[src/rtl/stack_up_arbiter_pkg.sv]
// Shared framing encodings, arbiter state type and default widths
// for the stack-up arbiter.
package stack_up_arbiter_pkg;

   localparam logic [1:0] CNTL_MOM     = 2'b00;
   localparam logic [1:0] CNTL_SOM     = 2'b01;
   localparam logic [1:0] CNTL_EOM     = 2'b10;
   localparam logic [1:0] CNTL_SOM_EOM = 2'b11;

   typedef enum logic {
      ST_IDLE = 1'b0,
      ST_XFER = 1'b1
   } arb_state_e;

   localparam int DEF_NUM_CHAN   = 4;
   localparam int DEF_DATA_W     = 64;
   localparam int DEF_OOB_W      = 32;
   localparam int DEF_TYPE_W     = 2;
   localparam int DEF_FIFO_DEPTH = 4;

   // EOM and SOM_EOM both close a packet
   function automatic logic is_eom(input logic [1:0] c);
      return c[1];
   endfunction

endpackage

[src/rtl/stack_up_arb_fifo.sv]
// Per-channel word FIFO, power-of-two depth, head word exposed
// combinationally so a word can leave the cycle after it lands.
module stack_up_arb_fifo #(
   parameter int W     = 8,
   parameter int DEPTH = 4
) (
   input  logic         clk_i,
   input  logic         rst_ni,
   input  logic         push_i,
   input  logic [W-1:0] wdata_i,
   input  logic         pop_i,
   output logic [W-1:0] rdata_o,
   output logic         empty_o,
   output logic         full_o
);

   localparam int PW = $clog2(DEPTH);

   logic [W-1:0]  mem_q [DEPTH];
   logic [PW-1:0] wr_q;
   logic [PW-1:0] rd_q;
   logic [PW:0]   cnt_q;
   logic [PW:0]   cnt_d;
   logic          do_push;
   logic          do_pop;

   assign full_o  = (cnt_q == (PW+1)'(DEPTH));
   assign empty_o = (cnt_q == '0);
   assign do_push = push_i && !full_o;
   assign do_pop  = pop_i && !empty_o;
   assign rdata_o = mem_q[rd_q];

   always_comb begin
      cnt_d = cnt_q;
      unique case ({do_push, do_pop})
         2'b10:   cnt_d = cnt_q + 1'b1;
         2'b01:   cnt_d = cnt_q - 1'b1;
         default: cnt_d = cnt_q;
      endcase
   end

   always_ff @(posedge clk_i or negedge rst_ni) begin
      if (!rst_ni) begin
         wr_q  <= '0;
         rd_q  <= '0;
         cnt_q <= '0;
      end else begin
         if (do_push) wr_q <= wr_q + 1'b1;
         if (do_pop)  rd_q <= rd_q + 1'b1;
         cnt_q <= cnt_d;
      end
   end

   always_ff @(posedge clk_i) begin
      if (do_push) mem_q[wr_q] <= wdata_i;
   end

endmodule

[src/rtl/stack_up_arbiter.sv]
// Packet-locked round-robin merge of NUM_CHAN framed streams.
// STACK_UP_ARB_PROTO_CHK_EN adds per-channel framing error flags.
module stack_up_arbiter
   import stack_up_arbiter_pkg::*;
#(
   parameter int NUM_CHAN   = DEF_NUM_CHAN,
   parameter int DATA_W     = DEF_DATA_W,
   parameter int OOB_W      = DEF_OOB_W,
   parameter int TYPE_W     = DEF_TYPE_W,
   parameter int FIFO_DEPTH = DEF_FIFO_DEPTH,
   localparam int CW        = $clog2(NUM_CHAN)
) (
   input  logic                       clk,
   input  logic                       reset_poweron,
   input  logic [NUM_CHAN-1:0]        mgr__stu__valid,
   input  logic [2*NUM_CHAN-1:0]      mgr__stu__cntl,
   output logic [NUM_CHAN-1:0]        stu__mgr__ready,
   input  logic [TYPE_W*NUM_CHAN-1:0] mgr__stu__type,
   input  logic [DATA_W*NUM_CHAN-1:0] mgr__stu__data,
   input  logic [OOB_W*NUM_CHAN-1:0]  mgr__stu__oob_data,
   output logic                       stu__sys__valid,
   output logic [1:0]                 stu__sys__cntl,
   input  logic                       sys__stu__ready,
   output logic [TYPE_W-1:0]          stu__sys__type,
   output logic [DATA_W-1:0]          stu__sys__data,
   output logic [OOB_W-1:0]           stu__sys__oob_data,
`ifdef STACK_UP_ARB_PROTO_CHK_EN
   output logic [NUM_CHAN-1:0]        stu__sys__proto_err,
`endif
   output logic [CW-1:0]              stu__sys__chan
);

   localparam int FW = 2 + TYPE_W + DATA_W + OOB_W;

   logic [NUM_CHAN-1:0] empty;
   logic [NUM_CHAN-1:0] full;
   logic [NUM_CHAN-1:0] push;
   logic [NUM_CHAN-1:0] pop;
   logic [FW-1:0]       head [NUM_CHAN];

   arb_state_e    state_q;
   logic [CW-1:0] gnt_q;
   logic [CW-1:0] last_q;
   logic [CW-1:0] rr_sel;
   logic          rr_hit;
   logic [CW-1:0] gnt_c;
   logic          out_v;
   logic          fire;
   logic [FW-1:0] out_w;

   for (genvar i = 0; i < NUM_CHAN; i++) begin : g_chan
      assign stu__mgr__ready[i] = ~full[i];
      assign push[i] = mgr__stu__valid[i] & ~full[i];
      assign pop[i]  = fire && (gnt_c == CW'(i));

      stack_up_arb_fifo #(
         .W     (FW),
         .DEPTH (FIFO_DEPTH)
      ) u_fifo (
         .clk_i   (clk),
         .rst_ni  (reset_poweron),
         .push_i  (push[i]),
         .wdata_i ({mgr__stu__cntl[2*i +: 2],
                    mgr__stu__type[TYPE_W*i +: TYPE_W],
                    mgr__stu__data[DATA_W*i +: DATA_W],
                    mgr__stu__oob_data[OOB_W*i +: OOB_W]}),
         .pop_i   (pop[i]),
         .rdata_o (head[i]),
         .empty_o (empty[i]),
         .full_o  (full[i])
      );

`ifdef STACK_UP_ARB_PROTO_CHK_EN
      logic [1:0] c;
      logic       in_pkt_q;
      logic       err_q;

      assign c = mgr__stu__cntl[2*i +: 2];
      assign stu__sys__proto_err[i] = err_q;

      // SOM bit set while in-packet, or continuation while idle
      always_ff @(posedge clk or negedge reset_poweron) begin
         if (!reset_poweron) begin
            in_pkt_q <= 1'b0;
            err_q    <= 1'b0;
         end else if (push[i]) begin
            in_pkt_q <= (c == CNTL_SOM) || (c == CNTL_MOM);
            if (in_pkt_q ? c[0] : ((c == CNTL_MOM) || (c == CNTL_EOM)))
               err_q <= 1'b1;
         end
      end
`endif
   end

   always_comb begin
      logic [CW:0] s;
      s      = '0;
      rr_sel = last_q;
      rr_hit = 1'b0;
      for (int k = 1; k <= NUM_CHAN; k++) begin
         s = {1'b0, last_q} + (CW+1)'(k);
         if (s >= (CW+1)'(NUM_CHAN)) s = s - (CW+1)'(NUM_CHAN);
         if (!rr_hit && !empty[s[CW-1:0]]) begin
            rr_hit = 1'b1;
            rr_sel = s[CW-1:0];
         end
      end
   end

   always_comb begin
      gnt_c = gnt_q;
      out_v = 1'b0;
      unique case (state_q)
         ST_IDLE: begin
            gnt_c = rr_sel;
            out_v = rr_hit;
         end
         ST_XFER: begin
            gnt_c = gnt_q;
            out_v = !empty[gnt_q];
         end
         default: ;
      endcase
   end

   assign out_w = head[gnt_c];
   assign fire  = out_v && sys__stu__ready;

   always_ff @(posedge clk or negedge reset_poweron) begin
      if (!reset_poweron) begin
         state_q <= ST_IDLE;
         gnt_q   <= '0;
         last_q  <= CW'(NUM_CHAN - 1);
      end else if (fire && is_eom(out_w[FW-1 -: 2])) begin
         state_q <= ST_IDLE;
         last_q  <= gnt_c;
      end else if (out_v) begin
         state_q <= ST_XFER;
         gnt_q   <= gnt_c;
      end
   end

   assign stu__sys__valid = out_v;
   assign stu__sys__chan  = gnt_c;
   assign {stu__sys__cntl, stu__sys__type,
           stu__sys__data, stu__sys__oob_data} = out_w;

endmodule

[config.mk]
export PLATFORM = sky130hd
export DESIGN_NAME = stack_up_arbiter
export DESIGN_NICKNAME = d
export VERILOG_FILES = /design/src/rtl/stack_up_arbiter_pkg.sv /design/src/rtl/stack_up_arb_fifo.sv /design/src/rtl/stack_up_arbiter.sv
export SDC_FILE = /design/constraint.sdc
export NUM_CORES = 1
export LEC_CHECK = 0
export BUFFER_PORTS_ARGS = -buffer_cell sky130_fd_sc_hd__buf_4
export CORE_AREA = 2 2 358 360
export CTS_CLUSTER_SIZE = 24
export DETAILED_ROUTE_END_ITERATION = 7
export DIE_AREA = 0 0 360 362
export PLACE_DENSITY = 0.7
export SETUP_SLACK_MARGIN = 0.05
export SLEW_MARGIN = 10
export SYNTH_ARGS = -nofsm -noshare
export SYNTH_HDL_FRONTEND = slang
export SYNTH_HIERARCHICAL = 1
export SYNTH_SLANG_ARGS = --single-unit
[constraint.sdc]
create_clock -name clk -period 4.3 [get_ports clk]
set_input_delay 0.86 -clock clk [delete_from_list [all_inputs] [get_ports clk]]
set_output_delay 0.86 -clock clk [all_outputs]
set_load 0.02 [all_outputs]
==> flow_summary.toml, run 1 <==
[cts]
cts_buffers = 169
cts_max_level = 4
clockBufferDepth = 3
tritoncts = "yes"
clk_latency_ps = 830
cts_sinks = 1633
cts_root_buf = "clkbuf_16"
path_clk_slew_ps = 60

[timing]
slew-limit-headroom_pct = 42.74
setup_viol = 0
fmax_mhz = 239.9
grt_setup_unrepaired = "true"
skew_ps = 42.53
hold_viol = 0
hold_ws_ps = 227.5
timing.final.crit_period_ps = 4169
slew_viol_final = 0
worstMarginPinSlew_ps = 858.8
fin_crit_sh_pct = 96.96

[die]
start_util_pct = 49.62
num_rows = 131
die_width_um = 360
ios = 514
dieArea_um2 = 130300
die_h_um = 362
core_um2 = 126700

[synthesis]
synth_cell_types = 50
syn_area_per_cell_um2 = 21.23
ys_ff_latch = 1633
syn-instance-count = 2961
syn_area_um2 = 62870
ys_async_sr_fraction_pct = 2.021
synth_top_cell_by_area = "edfxtp_1"
synth.most_common_cell = "edfxtp_1"
yosysSeqAreaShare_pct = 77.74
synth_edf_count = 1600
ys_dominant_reg_cell = "edfxtp_1"
yosys_warnings = 6
ys_top_cells_by_count = "1600 x edfxtp_1, 402 x nand2_1, 401 x mux4_2"
synth_top_cells_by_area = "edfxtp_1 76%, mux4_2 14%, nand2_1 2.4%"
synth.top_cell.area_share_pct = 76.43
synth_nets = 3392

[run]
drv_cap = 0

[layout]
seq_area_um2 = 48910
fin_util_pct = 59.72
drive_gt1_share_pct = 36.27
fin_nets = 4040
area.growth.synth_to_final_pct = 20.35
multi_input_area_um2 = 13340
fillers = 8887

[power]
max-vdd-ir-drop_v = 0.0007850
clockPowerShare_pct = 24.1
comb_power_share_pct = 38.6
power.internal_uw = 39130
p_seq_share_pct = 37.3
cellLeakagePower_uw = 0.02570
cellPowerDensity_nw_per_um2 = 794.7
p_sw_uw = 21000
swShare_pct = 34.93

[grt]
track_usage_pct = 24.64
grt_start_max_net_pins = 72
gr-total-overflow = 0
first_global_vias = 32715
antenna_found_initial = 68
grt_pass1_wl_um = 229100

[route]
vias = 32219
post_drt_wl_per_cell_um = 29.84
drt_iter0_markers = 3466
drc = 0
drtAntennaViolNets = 0
vias_per_cell = 5.927
finalWirelength_um = 162200
drt_pass1_iterations = 5

[worst_setup_path]
end_kind = "output port"
cp-start-kind = "register"
path_class = "reg2out"
arrival_ps = 3310
startpoint = "g_chan[3].u_fifo/cnt_q[0]$_DFFE_PN0P_"
r2r_start = "g_chan[1].u_fifo/cnt_q[1]$_DFFE_PN0P_"
critPathRequiredTime_ps = 3440
crit_fanout = 35

[placement]
gp_congestion = 0.8032
hpwl_um = 104900
portBuffers = 513

[hold_path]
worstHoldPathType = "in2reg"
holdCritStartpoint = "mgr__stu__data[151]"

[status]
status = "finished, final reports clean"
==> area by class of cell <==
type	instances	share of cell area [%]
multi-input cells	1137	17.64
clock inverters	105	1.462
repair buffers	631	7.304
repair inverters	1	0.01158
well taps	1662	2.748
flip-flops and latches	1633	64.64
inverters	36	0.2481
diodes	24	0.07938
clock buffers	207	5.872
==> critical path, stage by stage (launching register included) <==
cell       delay [ps]
dfrtp_2           450
nor3_4            290
a2bb2oi_1         230
nor3_2             80
a211oi_4          300
buf_4             170
bufinv_16         240
buf_8             230
a31oi_1           260
buf_4             200
==> power by group through the flow <==
stage / logic, uW / clock network (uW) / registers [uW]
3_5_place_dp: 21900 / 0 / 22700
2_1_floorplan: 13600 / 0 / 22100
6_report: 23200 / 14500 / 22400
5_1_grt: 24400 / 15400 / 22700
3_3_place_gp: 21800 / 0 / 22600
4_1_cts: 22900 / 14800 / 22500
==> sequential cells by signal, indices dropped and copies added, names as in the netlist <==
| name | flops |
|---|---|
| last_q | 2 |
| gnt_q | 2 |
| g_chan.u_fifo/mem_q | 1600 |
| g_chan.u_fifo/rd_q | 8 |
| g_chan.u_fifo/wr_q | 8 |
| state_q | 1 |
| g_chan.u_fifo/cnt_q | 12 |
==> per-layer routing <==
metal | global-route usage [%] | up-vias | wire (um)
met5 | 0 | - | 471
met4 | 8.856 | 76 | 4354
met3 | 8.460 | 290 | 17440
met2 | 38.92 | 1554 | 78420
met1 | 32.01 | 16853 | 61550
li1 | - | 13446 | -
==> path summary, 6_finish.rpt <==
kind / cells past startpoint / to / slack (ps)
worst max-delay path: 9 / stu__sys__data[0] / 130
worst min-delay path: 1 / g_chan[2].u_fifo/mem_q[0][55]$_DFFE_PP_ / 230
worst max register to register: 15 / g_chan[2].u_fifo/cnt_q[2]$_DFFE_PN0P_ / 830
worst min register to register: 1 / g_chan[3].u_fifo/cnt_q[0]$_DFFE_PN0P_ / 550
max in group asynchronous: 2 / g_chan[0].u_fifo/rd_q[0]$_DFFE_PN0P_ / 3360
min in group asynchronous: 2 / gnt_q[1]$_DFFE_PN0P_ / 570
==> kinds of logic (layout without fill, tap and decap cells) <==
family | after synthesis | after routing | synth area share [%]
xor gates and xnor gates | 24 | 24 | 0.3344
and+or+nand+nor | 556 | 556 | 3.949
other | 0 | 24 | 0
adders and majority gates | 24 | 24 | 0.5254
buffers and inverters | 191 | 980 | 1.596
muxes | 411 | 411 | 14.55
DFF | 1633 | 1633 | 77.74
AOI/OAI and AO/OA | 122 | 122 | 1.296
==> timing repair <==
item,in CTS,in global routing
endpoints found under the setup margin,101,90
pin swaps,4,6
resized for setup,52,29
buffers inserted,9,3
hold buffers,1,0
endpoints found under the hold margin,31,0
gates cloned,4,5
==> stage by stage <==
| stage | total power (uW) | setup TNS, ps | worst slack (ps) | cells | instance area (um^2) |
|---|---|---|---|---|---|
| 2_1_floorplan | 35730 | 0 | 273.9 | 2961 | 62870 |
| 3_5_place_dp | 44670 | 0 | 293.5 | 5078 | 69310 |
| 5_1_grt | 62500 | -0.8802 | -0.8802 | 5427 | 75640 |
| 3_3_place_gp | 44370 | 0 | 400.9 | 5078 | 69310 |
| 6_report | 60130 | 0 | 130.8 | 5436 | 75660 |
| 4_1_cts | 60100 | 0 | 23.47 | 5404 | 75320 |
==> cell usage in the layout, fill, tap and decap left out, drive strengths merged, types with 2 or more instances in the layout <==
master / netlist / final
mux2i: 4 / 4
a31oi: 102 / 102
a21oi: 3 / 3
clkbuf: 32 / 211
a211oi: 4 / 4
nand2: 403 / 403
nor3: 8 / 8
o31a: 4 / 4
nor2b: 8 / 8
mux2: 6 / 6
clkinvlp: 0 / 2
fa: 4 / 4
dfstp: 2 / 2
xnor2: 12 / 12
dfrtp: 31 / 31
and3: 111 / 111
edfxtp: 1600 / 1600
o21ai: 3 / 3
buf: 123 / 626
ha: 20 / 20
nor2: 12 / 12
inv: 36 / 43
mux4: 401 / 401
or3b: 3 / 3
bufinv: 0 / 17
clkinv: 0 / 80
and2: 7 / 7
diode: 0 / 24
xor2: 12 / 12
Power figures use the tool's default switching activity.
==> inputs of run 2 (changes only) <==
clock period = 4.65 ns   (was 4.3 ns; I/O delays follow)
==> flow_summary.toml, run 2 (synthesis gave the netlist of run 1 again) <==
[status]
status = "finished, final reports clean"

[timing]
hold_viol = 0
finalSetupTns_ps = 0
worstMarginPinSlew_ps = 910.9
slew_viol_final = 0
timing.final.crit_period_ps = 4469
hold_ws_ps = 94.83
setup_ws_ps = 180.7
grt_setup_unrepaired = "false"
slew-limit-headroom_pct = 39.28
fin_crit_sh_pct = 96.11
skew_ps = 24.71
setup_viol = 0
fmax_mhz = 223.8

[grt]
first_global_vias = 32117
gr-total-overflow = 0
grt_pass1_wl_um = 227500
grt_start_max_net_pins = 101
track_usage_pct = 24.49
antenna_found_initial = 67

[power]
power.internal_uw = 35380
cellLeakagePower_uw = 0.02543
comb_power_share_pct = 37.3
p_seq_share_pct = 38.6
clockPowerShare_pct = 24.1
swShare_pct = 34.85
cellPowerDensity_nw_per_um2 = 724.7
max-vdd-ir-drop_v = 0.0006329
p_sw_uw = 18930
finalPower_uw = 54310

[route]
vias_per_cell = 5.923
post_drt_wl_per_cell_um = 29.60
drt_iter0_markers = 3384
finalWirelength_um = 160200
drt_pass1_iterations = 5
drtAntennaViolNets = 0
drc = 0
vias = 32065

[placement]
hpwl_um = 104600
place_ws_ps = 648.2
portBuffers = 513
placed_cells = 5071
gp_congestion = 0.7965

[run]
drv_cap = 0

[layout]
layout.cells.non_filler = 5414
layout_common_cells = "1600 x edfxtp_1, 562 x buf_4, 402 x nand2_1"
area.growth.synth_to_final_pct = 19.22
drive_gt1_share_pct = 35.11
largest_register_ffs = 1600
fin_nets = 4019
largest-register = "g_chan.u_fifo/mem_q"
reg_top3 = "g_chan.u_fifo/mem_q (1600), g_chan.u_fifo/cnt_q (12)"
fillers = 9049
mostFrequentLayoutCell = "edfxtp_1"

[worst_setup_path]
worst-path-buf-inv = 4
r2r_start = "g_chan[1].u_fifo/cnt_q[0]$_DFFE_PN0P_"
crit_fanout = 34
cp_top_family = "compound AO/OA/AOI/OAI gates"
rr_worst_depth = 15
crit_path_frequent_cell = "buf_12"
max_stage_delay_ps = 450
critPathRequiredTime_ps = 3720
cp_cell_sequence = "nor3_4 > nor2_1 > o21ai_2 > a31o_4 > buf_12 > buf_12 > buf_16 > nand2_1 > and3_1 > a31oi_1 > buf_4"
crit_slowest_cell = "dfrtp_1"
arrival_ps = 3540
rr_endpoint = "g_chan[0].u_fifo/cnt_q[2]$_DFFE_PN0P_"
cp-start-kind = "register"
path_class = "reg2out"
end_kind = "output port"
rrSetupSlack_ps = 1210

[die]
die_h_um = 362
dieArea_um2 = 130300
num_rows = 131
die_width_um = 360
ios = 514
start_util_pct = 49.62
core_um2 = 126700

[hold_path]
worstHoldPathType = "in2async"

[cts]
clk_latency_ps = 810
cts_hold_buf = 0
path_clk_slew_ps = 60
cts_sinks = 1633
tritoncts = "yes"
cts_root_buf = "clkbuf_16"
cts_buffers = 168
cts_max_level = 4
clockBufferDepth = 3
-- run 2: cell count changes in the layout (fill, tap and decap cells not counted), sizes merged --
cell	previous run	this run
buf	626	608
bufinv	17	11
clkinvlp	2	7
clkbuf	211	208
diode	24	21
a31o	1	3
inv	43	45
dlygate4sd3	1	0
-- run 2: worst max path at each step --
stage                                                from                                      to  slack, ps  depth (start not counted)
finish              g_chan[1].u_fifo/cnt_q[0]$_DFFE_PN0P_                  stu__sys__oob_data[24]        180                         11
global route        g_chan[0].u_fifo/cnt_q[1]$_DFFE_PN0P_                      stu__sys__data[57]         40                         12
CTS                 g_chan[2].u_fifo/cnt_q[0]$_DFFE_PN0P_                      stu__sys__data[57]         70                         11
detailed placement  g_chan[0].u_fifo/cnt_q[0]$_DFFE_PN0P_                      stu__sys__data[57]        650                         11
global placement    g_chan[0].u_fifo/cnt_q[0]$_DFFE_PN0P_                      stu__sys__data[57]        730                         11
floorplan                              mgr__stu__valid[3]  g_chan[3].u_fifo/mem_q[0][0]$_DFFE_PP_        550                          3
-- run 2: metrics by stage --
stage / util [%] / area, um^2
finish: 59.15 / 74950
detailed placement: 54.65 / 69240
global route: 59.13 / 74920
floorplan: - / 62870
global placement: 54.65 / 69240
CTS: 58.98 / 74720
-- run 2: what timing repair did --
action,in CTS,in global routing
buffers inserted,1,4
pin swaps,1,3
endpoints found under the setup margin,100,70
gates resized for setup,10,8
gates cloned,2,2
-- run 2: power groups by stage --
stage / combinational (uW) / clock (uW) / sequential (uW)
2_1_floorplan: 12600 / 0 / 20400
3_3_place_gp: 19900 / 0 / 21100
3_5_place_dp: 20000 / 0 / 21300
4_1_cts: 20200 / 13400 / 21000
5_1_grt: 21400 / 13900 / 21200
6_report: 20200 / 13100 / 21000
-- run 2: area by class of cell --
class | instances | area, um^2 | area share (%)
sequential | 1633 | 48900 | 65.25
multi-input combinational | 1139 | 13130 | 17.52
timing repair buffer | 610 | 5204 | 6.943
clock buffer | 206 | 4378 | 5.842
tap | 1662 | 2079 | 2.775
clock inverter | 107 | 1027 | 1.371
inverter | 36 | 166.4 | 0.2220
antenna | 21 | 52.55 | 0.07012
-- run 2: layer usage --
metal / track usage (%) / up-vias / wire [um]
met2: 39.59 / 1430 / 79120
met3: 8.761 / 297 / 17150
li1: - / 13410 / -
met1: 31.36 / 16834 / 59590
met4: 7.291 / 94 / 3811
met5: 0 / - / 571
